File: src/rtl/muldiv_unit_pkg.sv
// Shared definitions for the multiply/divide unit: word type, op codes, FSM states.
// Op decode helpers are used by muldiv_unit (divider enabled via MULDIV_DIV_EN).
package muldiv_unit_pkg;

    localparam int unsigned XLEN = 32;
    typedef logic [XLEN-1:0] word_t;

    typedef enum logic [2:0] {
        OP_MUL    = 3'd0,
        OP_MULH   = 3'd1,
        OP_MULHSU = 3'd2,
        OP_MULHU  = 3'd3,
        OP_DIV    = 3'd4,
        OP_DIVU   = 3'd5,
        OP_REM    = 3'd6,
        OP_REMU   = 3'd7
    } muldiv_op_t;

    typedef enum logic [1:0] {
        S_IDLE = 2'd0,
        S_CALC = 2'd1,
        S_DONE = 2'd2
    } muldiv_state_t;

    function automatic logic op_is_div(input muldiv_op_t op);
        return op[2];
    endfunction

    function automatic logic op_a_signed(input muldiv_op_t op);
        return op inside {OP_MULH, OP_MULHSU, OP_DIV, OP_REM};
    endfunction

    function automatic logic op_b_signed(input muldiv_op_t op);
        return op inside {OP_MULH, OP_DIV, OP_REM};
    endfunction

endpackage

File: src/rtl/muldiv_unit_step.sv
// One radix-2 iteration: shift-add multiply step, or restoring divide step
// when MULDIV_DIV_EN is defined. hi/lo form the double-width working register.
module muldiv_step #(
    parameter int unsigned WIDTH = 32
) (
    input  logic             is_div_i,
    input  logic [WIDTH-1:0] hi_i,
    input  logic [WIDTH-1:0] lo_i,
    input  logic [WIDTH-1:0] opnd_i,
    output logic [WIDTH-1:0] hi_o,
    output logic [WIDTH-1:0] lo_o
);

    logic [WIDTH:0] sum;

    always_comb begin
        sum = {1'b0, hi_i} + (lo_i[0] ? {1'b0, opnd_i} : '0);
    end

`ifdef MULDIV_DIV_EN
    logic [WIDTH:0]   shifted;
    logic [WIDTH+1:0] diff;
    logic             qbit;

    // Partial remainder stays below the divisor, so it always fits in WIDTH bits.
    always_comb begin
        shifted = {hi_i, lo_i[WIDTH-1]};
        diff    = {1'b0, shifted} - {2'b00, opnd_i};
        qbit    = ~diff[WIDTH+1];
        if (is_div_i) begin
            hi_o = qbit ? diff[WIDTH-1:0] : shifted[WIDTH-1:0];
            lo_o = {lo_i[WIDTH-2:0], qbit};
        end else begin
            hi_o = sum[WIDTH:1];
            lo_o = {sum[0], lo_i[WIDTH-1:1]};
        end
    end
`else
    logic unused_is_div;
    assign unused_is_div = is_div_i;

    always_comb begin
        hi_o = sum[WIDTH:1];
        lo_o = {sum[0], lo_i[WIDTH-1:1]};
    end
`endif

endmodule

File: src/rtl/muldiv_unit.sv
// Iterative RISC-V M multiply/divide unit: IDLE/CALC/DONE FSM, counter, sign handling.
// Define MULDIV_DIV_EN to build the divider; otherwise ops 4-7 finish at once with 0.
module muldiv_unit
    import muldiv_unit_pkg::*;
#(
    parameter int unsigned WIDTH = 32
) (
    input  logic             clock,
    input  logic             reset,
    input  logic             stall,
    input  logic             flush,
    input  logic             start,
    input  muldiv_op_t       op,
    input  logic [WIDTH-1:0] arg1,
    input  logic [WIDTH-1:0] arg2,
    output logic             busy,
    output logic             done,
    output logic [WIDTH-1:0] result
);

    localparam int unsigned CW = $clog2(WIDTH + 1);

    muldiv_state_t    state_q;
    logic [CW-1:0]    cnt_q;
    muldiv_op_t       op_q;
    logic             neg_q;
    logic [WIDTH-1:0] hi_q, lo_q, opnd_q, result_q;

    logic             a_neg, b_neg, neg_d, special;
    logic [WIDTH-1:0] a_mag, b_mag, special_res;
    logic [WIDTH-1:0] step_hi, step_lo, fin_res;
    logic [2*WIDTH-1:0] prod_s;

    always_comb begin
        a_neg       = op_a_signed(op) & arg1[WIDTH-1];
        b_neg       = op_b_signed(op) & arg2[WIDTH-1];
        a_mag       = a_neg ? -arg1 : arg1;
        b_mag       = b_neg ? -arg2 : arg2;
        neg_d       = (op == OP_REM) ? a_neg : (a_neg ^ b_neg);
        special     = 1'b0;
        special_res = '0;
`ifdef MULDIV_DIV_EN
        // Divide by zero and signed overflow bypass the iterative datapath.
        if (op_is_div(op)) begin
            if (arg2 == '0) begin
                special     = 1'b1;
                special_res = op[1] ? arg1 : '1;
            end else if (op_a_signed(op) && arg1 == {1'b1, {(WIDTH-1){1'b0}}}
                         && arg2 == '1) begin
                special     = 1'b1;
                special_res = op[1] ? '0 : arg1;
            end
        end
`else
        if (op_is_div(op)) begin
            special = 1'b1;
        end
`endif
    end

    muldiv_step #(.WIDTH(WIDTH)) u_step (
        .is_div_i (op_q[2]),
        .hi_i     (hi_q),
        .lo_i     (lo_q),
        .opnd_i   (opnd_q),
        .hi_o     (step_hi),
        .lo_o     (step_lo)
    );

    always_comb begin
        prod_s  = neg_q ? -{step_hi, step_lo} : {step_hi, step_lo};
        fin_res = '0;
        if (!op_q[2]) begin
            fin_res = (op_q == OP_MUL) ? prod_s[WIDTH-1:0] : prod_s[2*WIDTH-1:WIDTH];
        end
`ifdef MULDIV_DIV_EN
        else if (op_q[1]) begin
            fin_res = neg_q ? -step_hi : step_hi;
        end else begin
            fin_res = neg_q ? -step_lo : step_lo;
        end
`endif
    end

    always_ff @(posedge clock) begin
        if (reset) begin
            state_q  <= S_IDLE;
            cnt_q    <= '0;
            op_q     <= OP_MUL;
            neg_q    <= 1'b0;
            hi_q     <= '0;
            lo_q     <= '0;
            opnd_q   <= '0;
            result_q <= '0;
        end else if (flush) begin
            state_q <= S_IDLE;
            cnt_q   <= '0;
        end else if (!stall) begin
            case (state_q)
                S_IDLE: begin
                    if (start) begin
                        op_q   <= op;
                        neg_q  <= neg_d;
                        hi_q   <= '0;
                        lo_q   <= a_mag;
                        opnd_q <= b_mag;
                        if (special) begin
                            result_q <= special_res;
                            cnt_q    <= '0;
                            state_q  <= S_DONE;
                        end else begin
                            cnt_q   <= CW'(WIDTH);
                            state_q <= S_CALC;
                        end
                    end
                end
                S_CALC: begin
                    hi_q  <= step_hi;
                    lo_q  <= step_lo;
                    cnt_q <= cnt_q - CW'(1);
                    if (cnt_q == CW'(1)) begin
                        result_q <= fin_res;
                        state_q  <= S_DONE;
                    end
                end
                S_DONE:  state_q <= S_IDLE;
                default: state_q <= S_IDLE;
            endcase
        end
    end

    assign busy   = (state_q != S_IDLE);
    assign done   = (state_q == S_DONE);
    assign result = result_q;

endmodule

File: config.mk
export PLATFORM = sky130hd
export DESIGN_NAME = muldiv_unit
export DESIGN_NICKNAME = d
export VERILOG_FILES = /design/src/rtl/muldiv_unit_pkg.sv /design/src/rtl/muldiv_unit_step.sv /design/src/rtl/muldiv_unit.sv
export SDC_FILE = /design/constraint.sdc
export NUM_CORES = 1
export LEC_CHECK = 0
export ABC_AREA = 1
export CAP_MARGIN = 5
export CORE_MARGIN = 2
export CORE_UTILIZATION = 50
export CTS_BUF_LIST = sky130_fd_sc_hd__clkbuf_8
export CTS_CLUSTER_SIZE = 12
export DETAILED_ROUTE_END_ITERATION = 6
export GPL_TIMING_DRIVEN = 0
export PLACE_DENSITY = 0.71
export SYNTH_ARGS = -nofsm -noshare
export SYNTH_HDL_FRONTEND = slang
export SYNTH_SLANG_ARGS = --single-unit
File: constraint.sdc
create_clock -name clock -period 3.85 [get_ports clock]
set_input_delay 0.77 -clock clock [delete_from_list [all_inputs] [get_ports clock]]
set_output_delay 0.77 -clock clock [all_outputs]
set_load 0.05 [all_outputs]
# Word level (Yosys, flattened, before mapping)
# Index checks and enable logic that the tools add are counted.
# op_classes
n_addsub	5
eq_ne	10
n_mux	23
bitwise_logic	5
n_reduce_logical	12
# ops
op	n
$mux W32	10
$pmux W32 S2	3
$mux W64	1
$neg A32 Y32	2
$neg A64 Y64	1
$add A32 B33 Y33	1
$mux W6	2
$pmux W6 S2	1
$reduce_and A4 Y1	2
$eq A3 B3 Y1 const B	2
$eq A6 B1 Y1 const B	1
$mux W2	3
$ne A2 B2 Y1 const B	3
$reduce_and A3 Y1	2
$reduce_and A6 Y1	1
$sub A6 B1 Y6 const B	1
$pmux W2 S2	1
$reduce_bool A2 Y1	2
$reduce_bool A4 Y1	1
$eq A3 B1 Y1 const B	1
$eq A3 B2 Y1 const B	1
$logic_not A3 Y1	1
$reduce_bool A3 Y1	1
$and A1 B1 Y1	2
7 further kinds	9
# totals
ff_bits	140
inputBits	72

# Logic depth before layout (Yosys ltp)
# Gate-level depths: netlist (run 1).
# logic_depth
word_depth	8
ltp_mapped	27
mapped_depth_nobuf	24

# By module
# A second synthesis (run 1) with hierarchy kept.
# hier_totals
cells_unflattened	2277
hier_area_um2	12574.6
# modules_own_cells
module	instances	cells_per_inst	area_each_um2
muldiv_unit	1	1674	9704.3
muldiv_step	1	603	2870.3

# Least setup slack after synthesis (run 1)
# Ideal clock, no wire load.
# synth_path
kind	reg2reg
startpoint	register lo_q[0]
endpoint	register result_q[31], in the netlist result[31]
setup_time_ns	0.132
arrival_time_ns	2.807
required_time_ns	3.718
slack_ns	0.911
stages_incl_launch_ff	25
period_less_slack_ns	2.939
cell_sequence	dfxtp_1 -> clkbuf_1 -> clkbuf_1 -> nand2_1 -> inv_1 -> ha_1 -> fa_1 -> nand2_1 -> nand3_1 -> nand3_1 -> nand2_1 -> nand2_1 -> nand2_1 -> nor2_1 -> nand2_1 -> nor2_1 -> nand2_1 -> nor2_1 -> nand3_1 -> nand2_1 -> nand2_1 -> nand2_1 -> nand3_1 -> nand2_1 -> a21oi_1
# synth_via
elab_chain_len	8
# synth_lines
item	line_no	text
start, declared	muldiv_unit.sv:27	logic [WIDTH-1:0] hi_q, lo_q, opnd_q, result_q;
start signal, assigned	muldiv_unit.sv:105	lo_q <= a_mag;
start signal, assigned	muldiv_unit.sv:119	lo_q <= step_lo;
$mux W32 (*)	muldiv_unit_step.sv:17	sum = {1'b0, hi_i} + (lo_i[0] ? {1'b0, opnd_i} : '0);
$add A32 B33 Y33 (*)	muldiv_unit_step.sv:17	
$neg A64 Y64	muldiv_unit.sv:71	prod_s = neg_q ? -{step_hi, step_lo} : {step_hi, step_lo};
$mux W64 (*)	muldiv_unit.sv:71	
$mux W32 (*)	muldiv_unit.sv:74	fin_res = (op_q == OP_MUL) ? prod_s[WIDTH-1:0] : prod_s[2*WIDTH-1:WIDTH];
$mux W32 (*)	muldiv_unit.sv:73	if (!op_q[2]) begin
$mux W32 (*)	muldiv_unit.sv:121	if (cnt_q == CW'(1)) begin
$pmux W32 S2 (*)	muldiv_unit.sv:99	case (state_q)
end signal, assigned	muldiv_unit.sv:108	result_q <= special_res;
end signal, assigned	muldiv_unit.sv:122	result_q <= fin_res;
end, declared	muldiv_unit.sv:27	
# Every way passes the cells marked *; elsewhere a longest branch is shown, timed or not. The select of a mux whose other input is x is not followed.
# A chain may end at the register's enable or synchronous reset.

# Worst setup path after layout (run 1)
# layout_path
startpoint	register lo_q[0]
endpoint	register result_q[25], in the netlist result[25]
# Same word-level chain as after synthesis.

==> summary.txt, run 1 <==
Outcome
  – Run status: complete, no violations

Layout
  – Final nets: 2310
  – Most frequent cells in the layout: nand2_1, inv_1, nor2_1
  – Cell area after layout: 13500 µm²
  – Fillers: 2428
  – P&R area growth vs syn: 15.6%
  – Share of layout cells above drive strength 1: 2.76%
  – Most common cell after layout, fill and taps aside: nand2_1
  – Inserted Diodes: 0

Power
  – P_int: 2.31 mW
  – NetSw: 1.26 mW
  – Pwr dens: 264 nW/µm²
  – Flop pwr share: 42.9%
  – Clock power share: 32.8%
  – LEAKAGE: 6.65 nW
  – Switch share: 35.3%
  – Maximum vdd drop: 0.194 mV
  – Logic pwr share: 24.2%

Critical path
  – R2R setup slack: 0.31 ns
  – Setup CP Type: flip-flop to flip-flop
  – RR Startpoint: lo_q[0]
  – Crit. End Element: flip-flop
  – Crit path max fanout: 10
  – Worst path arrival time: 3.88 ns
  – Critical Path RT: 4.19 ns
  – Reg2reg end: result[25]
  – CP Launch Type: flip-flop
  – Reg2reg path depth: 21

Timing
  – Worst slew pin tran: 1.34 ns
  – Fin crit period: 3.54 ns
  – Fin. Hold Viols: 0
  – FMAX: 282 MHz
  – Worst relative slew slack: 9.94%
  – Worst Skew: 0.0252 ns
  – Final setup vio count: 0
  – Hold Slack: 0.467 ns
  – Tcrit/Tclk final: 92.0%
  – Slew Limit Fails: 0

Synth
  – Async set or reset register ratio after synthesis: 0%
  – Synth Flop Type: dfxtp_1
  – Yosys top cell by area: dfxtp_1
  – Leading post-synthesis cells by cell area: dfxtp_1, nand2_1, inv_1, a21oi_1, nor2_1
  – Synth warn: 0
  – Mapped cell area: 11700 µm²
  – Syn_area_per_cell: 5.63 µm²
  – Post-synthesis sequential area ratio: 24.0%
  – Mapped Cells: 2078
  – Post-synth cell types: 38
  – Share of the synthesized area in the top cell type: 24.0%
  – Syn nets: 2188
  – Synthesized flop and latch total: 140
  – EDFF count, synth: 0

Detailed routing
  – Total number of vias: 13770
  – DR vias/cell: 5.46
  – Iter 0 DRT Violations: 1339
  – First-pass DRT Iterations: 5
  – Routed WL per cell: 16.4 µm
  – Routed wire length: 41300 µm
  – DRC: 0
  – Antenna Violating Nets Remaining: 0

Global routing
  – Overflow after GRT: 0
  – Initial antenna violation count: 0
  – GR Util All Layers: 33.9%
  – First-pass GRT wire length: 65300 µm
  – Number of global-route vias before repair: 12528
  – Largest net degree at the start of global routing: 17

Clocking
  – Post-cts hold buffer count: 0
  – Num CTS Buffers: 17
  – CTS root buf: clkbuf_8
  – TritonCTS clock tree: yes
  – Post-CTS Setup Inserts: 0
  – Later-pin clock latency in the skew report: 0.48 ns
  – Worst-path clk slew: 0.08 ns
  – Max Buffers Root-to-Sink: 2
  – CTS Sinks: 140
  – H-Tree Depth: 4

Floorplan
  – Die width: 157 µm
  – Total core area: 22800 µm²
  – Die Area: 24600 µm²
  – Chip height: 157 µm
  – I/O pins: 106
  – FP Rows: 55
  – Initial core utilization: 51.3%

Run
  – Max Cap Viol: 0

Worst hold path
  – HP Start: result[7]
  – Hold path cells: 2
  – Hold EP: result[7]
  – Hold Path Class: flip-flop to flip-flop

Placement
  – Final Wtd Congestion: 0.975
  – Port Buffers: 104
  – Area after DPL: 13100 µm²
  – HPWL after detailed placement: 33700 µm
power by group through the flow:
| stage | Combinational [mW] | Clock [mW] | Sequential, mW |
|---|---|---|---|
| 2_1_floorplan | 0.534 | 0 | 1.55 |
| 3_3_place_gp | 0.832 | 0 | 1.56 |
| 3_5_place_dp | 0.836 | 0 | 1.56 |
| 4_1_cts | 0.843 | 1.18 | 1.53 |
| 5_1_grt | 0.953 | 1.23 | 1.54 |
| 6_report | 0.866 | 1.17 | 1.53 |
worst max path at each step:
stage | from | endpoint | slack [ns] | cells after the start
2_1_floorplan | lo_q[0] | result[31] | 0.91 | 24
3_3_place_gp | lo_q[0] | result[17] | -0.15 | 21
3_5_place_dp | lo_q[0] | result[25] | -0.16 | 22
4_1_cts | lo_q[0] | result[31] | 0.04 | 26
5_1_grt | lo_q[0] | result[24] | -0.002 | 23
6_report | lo_q[0] | result[25] | 0.31 | 21
critical path, stage by stage, from the launching register on:
cell	delay (ns)
dfxtp_2	0.37
clkbuf_2	0.19
nand2_1	0.09
inv_1	0.04
ha_1	0.23
fa_2	0.41
nand3_1	0.10
nand3_2	0.15
nand3_1	0.15
nand3_1	0.19
nand2_1	0.18
nand2_1	0.12
nor2_1	0.19
nand3_1	0.11
nor2_2	0.19
nor2_1	0.13
nor2_2	0.19
nand2_1	0.07
nand2_1	0.06
nand3_1	0.10
nand2_1	0.09
a21oi_1	0.05
metal layers:
metal | vias up | track usage [%] | part of all wire, %
met2 | 607 | 52.9 | 43
li1 | 6934 | - | -
met3 | 73 | 5.67 | 8.7
met1 | 6156 | 47.6 | 46
met4 | 0 | 11.1 | 3.1
met5 | - | 0 | 0
cell type report:
type,instances,area (µm²),area share [%]
clock buffers,19,262,1.94
well taps,313,392,2.90
repair buffers,104,1040,7.70
plain buffers,69,265,1.96
flip-flops and latches,140,2800,20.7
clock inverters,11,97.6,0.722
inverters,306,1150,8.50
multi-input cells,1562,7500,55.5
through the flow:
step	total power [mW]	utilization, %	worst slack (ns)	TNS, ns	cells
floorplan	2.08	-	0.911	0	2078
global placement	2.39	57.6	-0.146	-0.542	2495
detailed placement	2.40	57.6	-0.165	-0.619	2495
CTS	3.55	59.3	0.0394	0	2525
global route	3.72	59.3	-0.00214	-0.00214	2524
finish	3.57	59.3	0.308	0	2524
synth_stat cells, types with 2 or more instances:
| cell | n |
|---|---|
| nand2_1 | 659 |
| inv_1 | 296 |
| nor2_1 | 203 |
| a21oi_1 | 194 |
| nand3_1 | 147 |
| dfxtp_1 | 140 |
| o21ai_0 | 118 |
| clkbuf_1 | 63 |
| ha_1 | 37 |
| nor3_1 | 36 |
| xor2_1 | 30 |
| o211ai_1 | 28 |
| nand4_1 | 21 |
| nand3b_1 | 12 |
| xnor2_1 | 10 |
| o21bai_1 | 9 |
| o221ai_1 | 9 |
| a31oi_1 | 8 |
| or2_2 | 8 |
| inv_2 | 7 |
| nor4_1 | 6 |
| o31ai_1 | 5 |
| buf_1 | 4 |
| o311ai_0 | 4 |
| and2_1 | 3 |
| buf_2 | 3 |
| clkinv_1 | 3 |
| o21a_1 | 3 |
| a21o_1 | 2 |
| nor2_4 | 2 |
what timing repair did:
item,in CTS,in global routing
cloned,0,0
resized for setup,5,9
endpoints found under the setup margin,11,21
hold endpoints to repair,0,0
pin swaps,0,0
state kept, by name, summed over array words and instances, names as in the netlist:
signal   cells
state_q      2
opnd_q      32
hi_q        32
result      32
op_q         3
neg_q        1
lo_q        32
cnt_q        6
cells by family (layout without fill, tap and decap cells):
kind of cell               Yosys count  after routing  synth area share (%)
AOI/OAI and AO/OA                  382            382                  17.9
xor gates and xnor gates            40             40                  3.00
adders and majority gates           38             38                  4.13
buffers and inverters              376            509                  12.1
DFF                                140            140                  24.0
and+or+nand+nor                   1102           1102                  38.9
Power figures use the tool's default switching activity.
==> inputs of run 2 (changes only) <==
--- a/config.mk
+++ b/config.mk
@@ -7,13 +7,12 @@
 export LEC_CHECK = 0
 export ABC_AREA = 1
 export CAP_MARGIN = 5
-export CORE_MARGIN = 2
-export CORE_UTILIZATION = 50
+export CORE_UTILIZATION = 55
 export CTS_BUF_LIST = sky130_fd_sc_hd__clkbuf_8
 export CTS_CLUSTER_SIZE = 12
 export DETAILED_ROUTE_END_ITERATION = 6
 export GPL_TIMING_DRIVEN = 0
-export PLACE_DENSITY = 0.71
+export PLACE_DENSITY = 0.77
 export SYNTH_ARGS = -nofsm -noshare
 export SYNTH_HDL_FRONTEND = slang
 export SYNTH_SLANG_ARGS = --single-unit
==> run 2 against run 1 <==
Against the previous run: the flow now finishes with violations (DRC); final area decreased by 0.27%; highest routed layer unchanged; via count is 1.4% higher; flip-flop and latch count unchanged; worst setup slack lost 0.031 ns; final cell count fell by 1.6%.
==> summary.txt, run 2 (synthesis results as in run 1) <==
Timing
  – Worst slew pin tran: 1.16 ns
  – Worst relative slew slack: 22.0%
  – Hold Slack: 0.466 ns
  – Setup ws final: 0.278 ns
  – Worst Skew: 0.0134 ns
  – RSZ-0062 raised after global routing: false
  – Fin crit period: 3.57 ns
  – Tcrit/Tclk final: 92.8%
  – Fin. Hold Viols: 0
  – FMAX: 280 MHz
  – Slew Limit Fails: 0
  – Final setup vio count: 0
  – Setup TNS: 0 ns

Power
  – LEAKAGE: 6.66 nW
  – Total power: 3.59 mW
  – Pwr dens: 266 nW/µm²
  – Maximum vdd drop: 0.226 mV

Layout
  – Post-Layout Cell Count: 2483
  – Finished Core Util: 65.6%
  – Cell area after layout: 13500 µm²
  – Final nets: 2310
  – Inserted Diodes: 0
  – P&R area growth vs syn: 15.2%
  – Share of layout cells above drive strength 1: 2.89%
  – Most common cell after layout, fill and taps aside: nand2_1
  – Most frequent cells in the layout: nand2_1, inv_1, nor2_1

Clocking
  – Post-cts hold buffer count: 0
  – Max Buffers Root-to-Sink: 2
  – CTS Sinks: 140
  – Post-CTS Setup Inserts: 0
  – H-Tree Depth: 4
  – CTS root buf: clkbuf_8
  – Num CTS Buffers: 17
  – Worst-path clk slew: 0.09 ns
  – TritonCTS clock tree: yes
  – Later-pin clock latency in the skew report: 0.48 ns

Global routing
  – GRT met3 Usage: 6.67%
  – Initial antenna violation count: 0
  – Met2 GRT Util: 57.1%
  – First-pass GRT wire length: 64300 µm
  – Largest net degree at the start of global routing: 17
  – GRT busiest layer: met2
  – Number of global-route vias before repair: 12310
  – GR Util met1: 52.9%
  – GR Util All Layers: 37.6%
  – Overflow after GRT: 0

Detailed routing
  – DRC: 2
  – First-pass DRT Iterations: 7
  – Routed WL per cell: 16.3 µm
  – Total number of vias: 13963
  – Routed wire length: 40500 µm
  – Iter 0 DRT Violations: 1456
  – Antenna Violating Nets Remaining: 0
  – DR vias/cell: 5.62

Critical path
  – Crit. End Element: flip-flop
  – Crit path max fanout: 10
  – CP Launch Type: flip-flop
  – Critical Path RT: 4.26 ns
  – Worst path arrival time: 3.98 ns
  – Setup CP Type: flip-flop to flip-flop

Placement
  – Pre-CTS WS: -0.205 ns
  – Port Buffers: 104
  – HPWL after detailed placement: 32700 µm
  – Cells after DPL: 2452
  – Final Wtd Congestion: 0.988
  – Area after DPL: 13100 µm²

Floorplan
  – Die Area: 21900 µm²
  – I/O pins: 106
  – FP Rows: 52
  – Die width: 148 µm
  – Chip height: 148 µm
  – Initial core utilization: 56.9%
  – Total core area: 20600 µm²

Outcome
  – Failing checks: DRC
  – Run status: complete, but fails checks

Worst hold path
  – Hold Path Class: flip-flop to flip-flop

Run
  – Max Cap Viol: 0
==> run 2: layout make-up <==
cell class / count / area (µm²)
flip-flops and latches: 140 / 2800
clock inverters: 13 / 115
clock buffers: 19 / 262
inverters: 306 / 1150
repair buffers: 104 / 1040
plain buffers: 69 / 265
multi-input cells: 1562 / 7500
fillers: 2028 / 7080
well taps: 270 / 338
==> run 2: final timing paths <==
check,from,endpoint,slack [ns],cells after the start
setup reg to reg,lo_q[0],result[17],0.28,20
hold reg to reg,result[14],result[14],0.47,2
hold / removal,result[14],result[14],0.47,2
setup / recovery,lo_q[0],result[17],0.28,20
==> run 2: critical path, stage by stage, from the launching register on <==
cell and delay (ns):
dfxtp_2 0.37, clkbuf_2 0.20, nand2_1 0.11, inv_1 0.04
ha_1 0.24, fa_2 0.41, nand3_1 0.10, nand3_2 0.16
nand3_1 0.14, nand3_1 0.18, nand2_1 0.18, nand2_1 0.13
nor2_1 0.20, nand3_1 0.11, nor2_2 0.18, nor2_1 0.12
nor2_2 0.18, nand2_1 0.07, nand3_1 0.13, nand3_1 0.12
a21oi_1 0.13
==> run 2: layer usage <==
metal  wire [µm]  up-vias
met5           0        -
met2       17100      727
met3        4180       97
met1       17900     6225
li1            -     6914
met4        1320        0
==> run 2: report_power, final <==
group	leakage, nW	switching [mW]	total (mW)	internal (mW)
Sequential	1.13	0.0468	1.53	1.49
Clock	0.190	0.646	1.19	0.546
Combinational	5.34	0.571	0.863	0.291
Total	6.66	1.26	3.59	2.32
==> run 2: repair_timing <==
item | CTS | global route
setup endpoints to repair | 13 | 22
pin swaps | 0 | 0
resized for setup | 6 | 8
